File: config.mk
export PLATFORM = sky130hd
export DESIGN_NAME = isolde_vli_fetch_buffer
export DESIGN_NICKNAME = d
export VERILOG_FILES = /design/src/rtl/isolde_vli_fetch_buffer.sv
export SDC_FILE = /design/constraint.sdc
export NUM_CORES = 1
export LEC_CHECK = 0
export ABC_CLOCK_PERIOD_IN_PS = 6000
export BUFFER_PORTS_ARGS = -buffer_cell sky130_fd_sc_hd__buf_2
export CAP_MARGIN = 30
export CORE_ASPECT_RATIO = 0.7
export CORE_MARGIN = 10
export CORE_UTILIZATION = 55
export CTS_CLUSTER_SIZE = 25
export DETAILED_ROUTE_END_ITERATION = 10
export PLACE_DENSITY = 0.76
export SLEW_MARGIN = 10
export SYNTH_ARGS = -nofsm -noshare
export SYNTH_HDL_FRONTEND = slang
export SYNTH_SLANG_ARGS = --single-unit
File: constraint.sdc
create_clock -name clk_i -period 6 [get_ports clk_i]
set_clock_uncertainty 0.1 [all_clocks]
set_input_delay 0 -clock clk_i [delete_from_list [all_inputs] [get_ports clk_i]]
set_output_delay 0 -clock clk_i [all_outputs]
set_load 0.005 [all_outputs]
File: src/rtl/isolde_vli_fetch_buffer.sv
// isolde_vli_fetch_buffer: circular word buffer that decodes the head instruction length
// and presents a 5-word window to the ISOLDE decoder.
module isolde_vli_fetch_buffer #(
    parameter int DEPTH = 8,
    parameter int CNT_W = $clog2(DEPTH) + 1
) (
    input  logic                  clk_i,
    input  logic                  rst_ni,
    input  logic                  flush_i,
    input  logic                  fetch_valid_i,
    output logic                  fetch_ready_o,
    input  logic [31:0]           fetch_rdata_i,
    output logic [4:0][31:0]      batch_o,
    output logic [2:0]            batch_len_o,
    output logic                  batch_valid_o,
    input  logic                  consume_i,
    output logic [CNT_W-1:0]      count_o
);
    localparam int PW = $clog2(DEPTH);
    logic [31:0]      mem [DEPTH];
    logic [PW-1:0]    rd_ptr, wr_ptr;
    logic [CNT_W-1:0] count;
    logic             push, pop, is_custom;
    logic [2:0]       f3;
    assign fetch_ready_o = count < CNT_W'(DEPTH);
    assign push = fetch_valid_i && fetch_ready_o && !flush_i;
    assign pop = consume_i && batch_valid_o && !flush_i;
    assign count_o = count;
    // Window slots beyond the occupancy read as zero, so an empty buffer decodes as length 1.
    for (genvar i = 0; i < 5; i++) begin : g_win
        assign batch_o[i] = (CNT_W'(i) < count) ? mem[rd_ptr + PW'(i)] : 32'h0;
    end
    always_comb begin
        is_custom = batch_o[0][6:0] == 7'b0001011 || batch_o[0][6:0] == 7'b0101011;
        f3 = batch_o[0][14:12];
        batch_len_o = is_custom ? (f3 > 3'd4 ? 3'd5 : f3 + 3'd1) : 3'd1;
        batch_valid_o = count != '0 && count >= CNT_W'(batch_len_o);
    end
    always_ff @(posedge clk_i or negedge rst_ni) begin
        if (!rst_ni) begin
            rd_ptr <= '0;
            wr_ptr <= '0;
            count <= '0;
            for (int k = 0; k < DEPTH; k++) mem[k] <= '0;
        end else if (flush_i) begin
            rd_ptr <= '0;
            wr_ptr <= '0;
            count <= '0;
        end else begin
            if (push) begin
                mem[wr_ptr] <= fetch_rdata_i;
                wr_ptr <= wr_ptr + 1'b1;
            end
            if (pop) rd_ptr <= rd_ptr + PW'(batch_len_o);
            count <= count + CNT_W'(push) - (pop ? CNT_W'(batch_len_o) : '0);
        end
    end
    assert property (@(posedge clk_i) disable iff (!rst_ni) count <= CNT_W'(DEPTH));
    assert property (@(posedge clk_i) disable iff (!rst_ni) !(push && count == CNT_W'(DEPTH)));
endmodule
Word-level counts from Yosys, hierarchy flattened
Index checks and enable logic that the tools add are counted.
Word-level totals
  flip-flop bits (word level): 266
Cells by class
  multiplexer cells: 31
  equality and inequality tests: 2
  reduce and logical (&&, ||, !) cells: 12
  add/subtract/negate cells: 9
  bitwise operators: 7
  magnitude comparators: 15
Operators by type and width (number)
  $mux 32: 16
  $bmux 32 s3: 5
  $bwmux 256: 1
  $demux 32 s3: 1
  $ge 4x4->1 const B: 6
  $not 3->4: 6
  $mux 3: 7
  $add 3x1->3 const B: 3
  $lt 1x4->1 const A: 2
  $lt 2x4->1 const A: 2
  $eq 7x4->1 const B: 1
  $eq 7x6->1 const B: 1
  $add 3x2->3 const B: 2
  $logic_and 1x1->1: 6
  $add 4x1->4: 1
  $ge 4x3->1: 1
  $lt 3x4->1 const A: 1
  $lt 4x1->1 const B: 1
  $lt 4x4->1 const B: 1
  $mux 4: 1
  $reduce_bool 2->1: 2
  $reduce_bool 4->1: 1
  $sub 4x3->4: 1
  $add 3x3->3: 1
  6 further kinds: 6

Logic depth before layout (Yosys ltp)
  word-level depth: 15
  mapped depth: 26

Worst setup path before layout
OpenSTA, ideal clock, no wires.
  kind: register to register
  from: reg rd_ptr[0]
  to: reg count[3], in the netlist count_o[3]
  arrival time: 4.462 ns
  cell stages (with the launch flop): 26
  slack: 1.306 ns
  path buffers: 3
  path through: dfrtp_1 buf_2 buf_2 buf_1 mux2i_1 mux2i_1 nand2_1 a21o_1 inv_1 ha_1 nand2_1 mux2i_1 and2b_1 inv_1 ha_1 o21ai_0 a21oi_1 nand2_1 nor2_1 nand3_1 ha_1 ha_1 a21o_1 a21oi_1 xnor2_1 nor2_1
RTL lines
  start: declaration: RTL line 21  | logic [PW-1:0] rd_ptr, wr_ptr;
  start signal: assignment: RTL line 54  | if (pop) rd_ptr <= rd_ptr + PW'(batch_len_o);
  end signal: assignment: RTL line 55  | count <= count + CNT_W'(push) - (pop ? CNT_W'(batch_len_o) : '0);
  end: declaration: RTL line 22  | logic [CNT_W-1:0] count;

Worst setup path in the final report
  from: reg rd_ptr[2]
  to: reg count[3], in the netlist count_o[3]
Between the ends
  cells in the longest elaborated chain, start to end: 15
RTL lines
  $not 3->4 (not written as such) *: RTL line 31  | assign batch_o[i] = (CNT_W'(i) < count) ? mem[rd_ptr + PW'(i)] : 32'h0;
  $bmux 32 s3 *: RTL line 31
  $mux 32 (not written as such) * (2 in series): RTL line 31
  $mux 32 *: RTL line 31
  $add 3x1->3 (tied with other cells): RTL line 36  | batch_len_o = is_custom ? (f3 > 3'd4 ? 3'd5 : f3 + 3'd1) : 3'd1;
  $mux 3 / $logic_or 1x1->1 (equally long branches): RTL line 36, 34
  $mux 3 *: RTL line 36
  $ge 4x3->1: RTL line 37  | batch_valid_o = count != '0 && count >= CNT_W'(batch_len_o);
  $logic_and 1x1->1: RTL line 37
  $logic_and 1x1->1 (2 in series): RTL line 27  | assign pop = consume_i && batch_valid_o && !flush_i;
  $mux 3 *: RTL line 55
  $sub 4x3->4 *: RTL line 55
  $mux 4 *: RTL line 45  | end else if (flush_i) begin
Mark *: on every way between the ends. The rest lies on a longest branch, timed or not. The select of a mux whose other input is x is not followed.
A chain may end at the register's enable or synchronous reset.

==> impl_metrics.csv <==
group,metric,value,unit
status,status,"finished, final reports clean",
clocking,clk_pin_slew,0.06,ns
power,p_sw,3.80,mW
die,initial_core_util,56.3,%
synthesis,synth_area,0.0184,mm2
cells_and_area,postLayoutCoreUtil,65.1,%
setup_path,crit_required,6.34,ns
sta,fin_tns_setup,0,ns
placed_design,port_buffers,205,
die,die-area,0.0412,mm2
sta,maxSlewHeadroom,33.7,%
cells_and_area,drive_above_1_share,41.3,%
sta,finalCritPeriodShare,90.6,%
synthesis,synthCells,1532,
clocking,clock_sinks,266,
sta,rsz0062_at_grt,"false",
detailed_routing,drtIter0Drc,1777,
synthesis,ys_ff_latch,266,
global_routing,grt_max_degree,78,
synthesis,postSynthAreaPerCell,12.0,um2
placed_design,place_hpwl,38100,um
sta,hold_violations,0,
die,ios,206,
clocking,htree_levels,1,
global_routing,grt_pass1_vias,15000,
synthesis,synth_top_area_share,36.3,%
sta,setup_violations,0,
power,p_comb_share,51.5,%
synthesis,ys_dominant_reg_cell,"dfrtp_1",
synthesis,synthesis.nets,1586,
setup_path,crit_type,"reg -> reg",
placed_design,dpl.cell_count,2075,
synthesis,synth-edff-count,0,
detailed_routing,first_pass_iters,6,
placed_design,place_congestion,0.935,
setup_path,startpoint_type,"flip-flop",
detailed_routing,drc,0,
power,power_frac_seq,29.6,%
die,die_w,238,um
synthesis,synth.distinct_cells,42,
synthesis,yosys_warnings,0,
setup_path,crit_path_end_kind,"flip-flop",
setup_path,crit_top_cell,"ha_1",
synthesis,async_reset_ff_share,100,%
synthesis,ys_seq_area_share,36.3,%
job,maxCapViolCount,0,
power,clock_power_share,18.9,%
clocking,insertion_delay,0.56,ns
die,chipHeight,173,um
synthesis,synth_top_cell_by_area,"dfrtp_1",
clocking,numCtsBuffers,28,
sta,fmax,184,MHz
cells_and_area,syn2layout_area_growth,15.7,%
synthesis,ys_top_cells_by_count,"dfrtp_1 (266), mux2_2 (262), mux2i_1 (262), nor2_1 (161), mux4_2 (141)",
clocking,ctsResizeCount,0,
power,peakVddDrop,0.306,mV
synthesis,yosys-top-cells-area,"dfrtp_1 (36%), mux4_2 (17%), mux2_2 (16%)",
setup_path,max_stage_delay,0.76,ns
sta,worst_pin_slew,0.995,ns
global_routing,grt_first_pass_wirelength,90900,um
power,p_sw_share,39.9,%
synthesis,yosys.cell_count.top_type,"dfrtp_1",
global_routing,track_usage,28.1,%
cells_and_area,nets,1773,
sta,slew_violations,0,
detailed_routing,vias,14700,
setup_path,slowest_stage,"dfrtp_2",
worst_hold_path,hold_class,"in -> reg",
setup_path,cp_max_fo,43,
sta,min_period,5.44,ns
setup_path,path_cells,"buf_4, nand2_1, a21oi_1, inv_1, ha_1, o21a_1, nand2_1, ha_1, a21boi_0, o21ai_0, a21oi_1, nand2_1, nor2_1, nand3_1, ha_1, ha_1, a21o_1, a21oi_1, xnor2_1, nor2_1",
power,p_int,5.73,mW
global_routing,grt-ovfl-total,0,
cells_and_area,fillCellCount,2480,
clocking,root_buffer,"clkbuf_16",
power,p_leak,9.45,nW
detailed_routing,antenna_left,0,
global_routing,antenna_found_initial,2,
detailed_routing,wl,59000,um
cells_and_area,fin_cells,2167,
clocking,cts_tree,"yes",
detailed_routing,wire_per_inst,27.2,um
die,core-area,0.0326,mm2
clocking,clk_path_buf_depth,3,
setup_path,arrival,5.78,ns
die,rows,55,
power,power.density,449,mW/mm2
detailed_routing,vias_per_cell,6.77,
critical path: cells and delay by family, from the launching register on:
family                     cells  cell delay (ns)
AOI/OAI and AO/OA              7             1.49
DFF                            1             0.76
adders and majority gates      4             1.26
and+or+nand+nor                6             0.77
buffers and inverters          2             0.73
xor gates and xnor gates       1             0.14
registers in the layout (all words and copies together) (netlist names):
register and flops:
mem 256, wr_ptr 3, rd_ptr 3, count_o 4
per-stage QoR:
step,hold slack [ns],area (um2),setup WS [ns],total power [mW]
floorplan,-0.396,18400,1.31,6.04
global placement,-0.0612,19800,1.01,7.45
detailed placement,-0.0585,19800,0.747,7.62
CTS,0.199,21200,0.710,9.46
global route,0.250,21200,0.154,10.0
finish,0.215,21200,0.563,9.53
per-layer routing:
metal / track usage [%] / vias up / share of wire, %
met4: 9.77 / 2 / 3.4
met1: 38.0 / 7459 / 40
met5: 0 / - / 0.022
li1: - / 6139 / -
met2: 43.1 / 923 / 45
met3: 7.48 / 157 / 11
placed cells by master (no fill, tap or decap), types with 3 or more instances in the layout:
master         synthesis  final
clkbuf_8               0      5
nand2_1              107    101
o21ai_0                5      5
nor2b_1                5      5
ha_1                  15     14
nand2b_1               3      3
a21oi_1               46     46
xnor2_1                4      3
nand2_2                0      6
dlygate4sd3_1          0     38
clkbuf_16              0     29
clkinvlp_4             0      3
or3_1                  5      5
nand3_1                4      4
o311ai_0               3      3
nor2_1               161    159
dfrtp_1              266    264
o22a_1                 3      3
buf_16                 0      3
buf_2                 27    204
mux2i_1              262    262
mux2_1                 8      8
clkinv_2               0      4
mux4_2               141    141
o22ai_1               64     64
inv_1                 12     11
mux2_2               262    262
clkbuf_1              50      4
buf_4                  0     35
cell type report:
cell class	instances	area, um2	area share, %
multi-input combinational	1125	11200	52.8
antenna	1	2.50	0.0118
inverter	14	60.1	0.283
clock buffer	38	810	3.81
timing repair buffer	284	1820	8.56
clock inverter	12	129	0.607
sequential	266	6660	31.4
tap	427	534	2.52
power by group through the flow:
| stage | Clock, mW | Sequential [mW] | Combinational [mW] |
|---|---|---|---|
| final | 1.80 | 2.82 | 4.91 |
| after global placement | 0 | 2.77 | 4.68 |
| after CTS | 1.81 | 2.80 | 4.85 |
| after floorplan | 0 | 2.58 | 3.46 |
| after global routing | 1.89 | 2.89 | 5.25 |
| after detailed placement | 0 | 2.82 | 4.80 |
kinds of logic after synthesis:
group | Yosys count | share of synthesized area [%]
adder cells (fa/ha/maj) | 17 | 1.24
AND/OR/NAND/NOR | 297 | 6.51
buffers and inverters | 141 | 3.15
multiplexers | 673 | 48.2
flip-flops | 266 | 36.3
XOR/XNOR | 7 | 0.334
AO/OA/AOI/OAI | 131 | 4.32
final timing paths:
kind                                       start  cells past startpoint                     to  slack (ns)
setup / recovery           rd_ptr[2]$_DFFE_PN0P_                     20   count_o[3]$_DFF_PN0_        0.56
hold / removal                  fetch_rdata_i[8]                      3   mem[104]$_DFFE_PN0P_        0.22
setup reg to reg           rd_ptr[2]$_DFFE_PN0P_                     20   count_o[3]$_DFF_PN0_        0.56
hold reg to reg             mem[235]$_DFFE_PN0P_                      1   mem[235]$_DFFE_PN0P_        0.45
max in group asynchronous                 rst_ni                      4  rd_ptr[0]$_DFFE_PN0P_        4.39
min in group asynchronous                 rst_ni                      4   mem[157]$_DFFE_PN0P_        0.45
what timing repair did:
item                       4_1_cts  5_1_grt
setup endpoints to repair        0        0
setup buffers                    0        0
hold endpoints to repair       343        0
hold buffers                    39        0
Power figures use the tool's default switching activity.
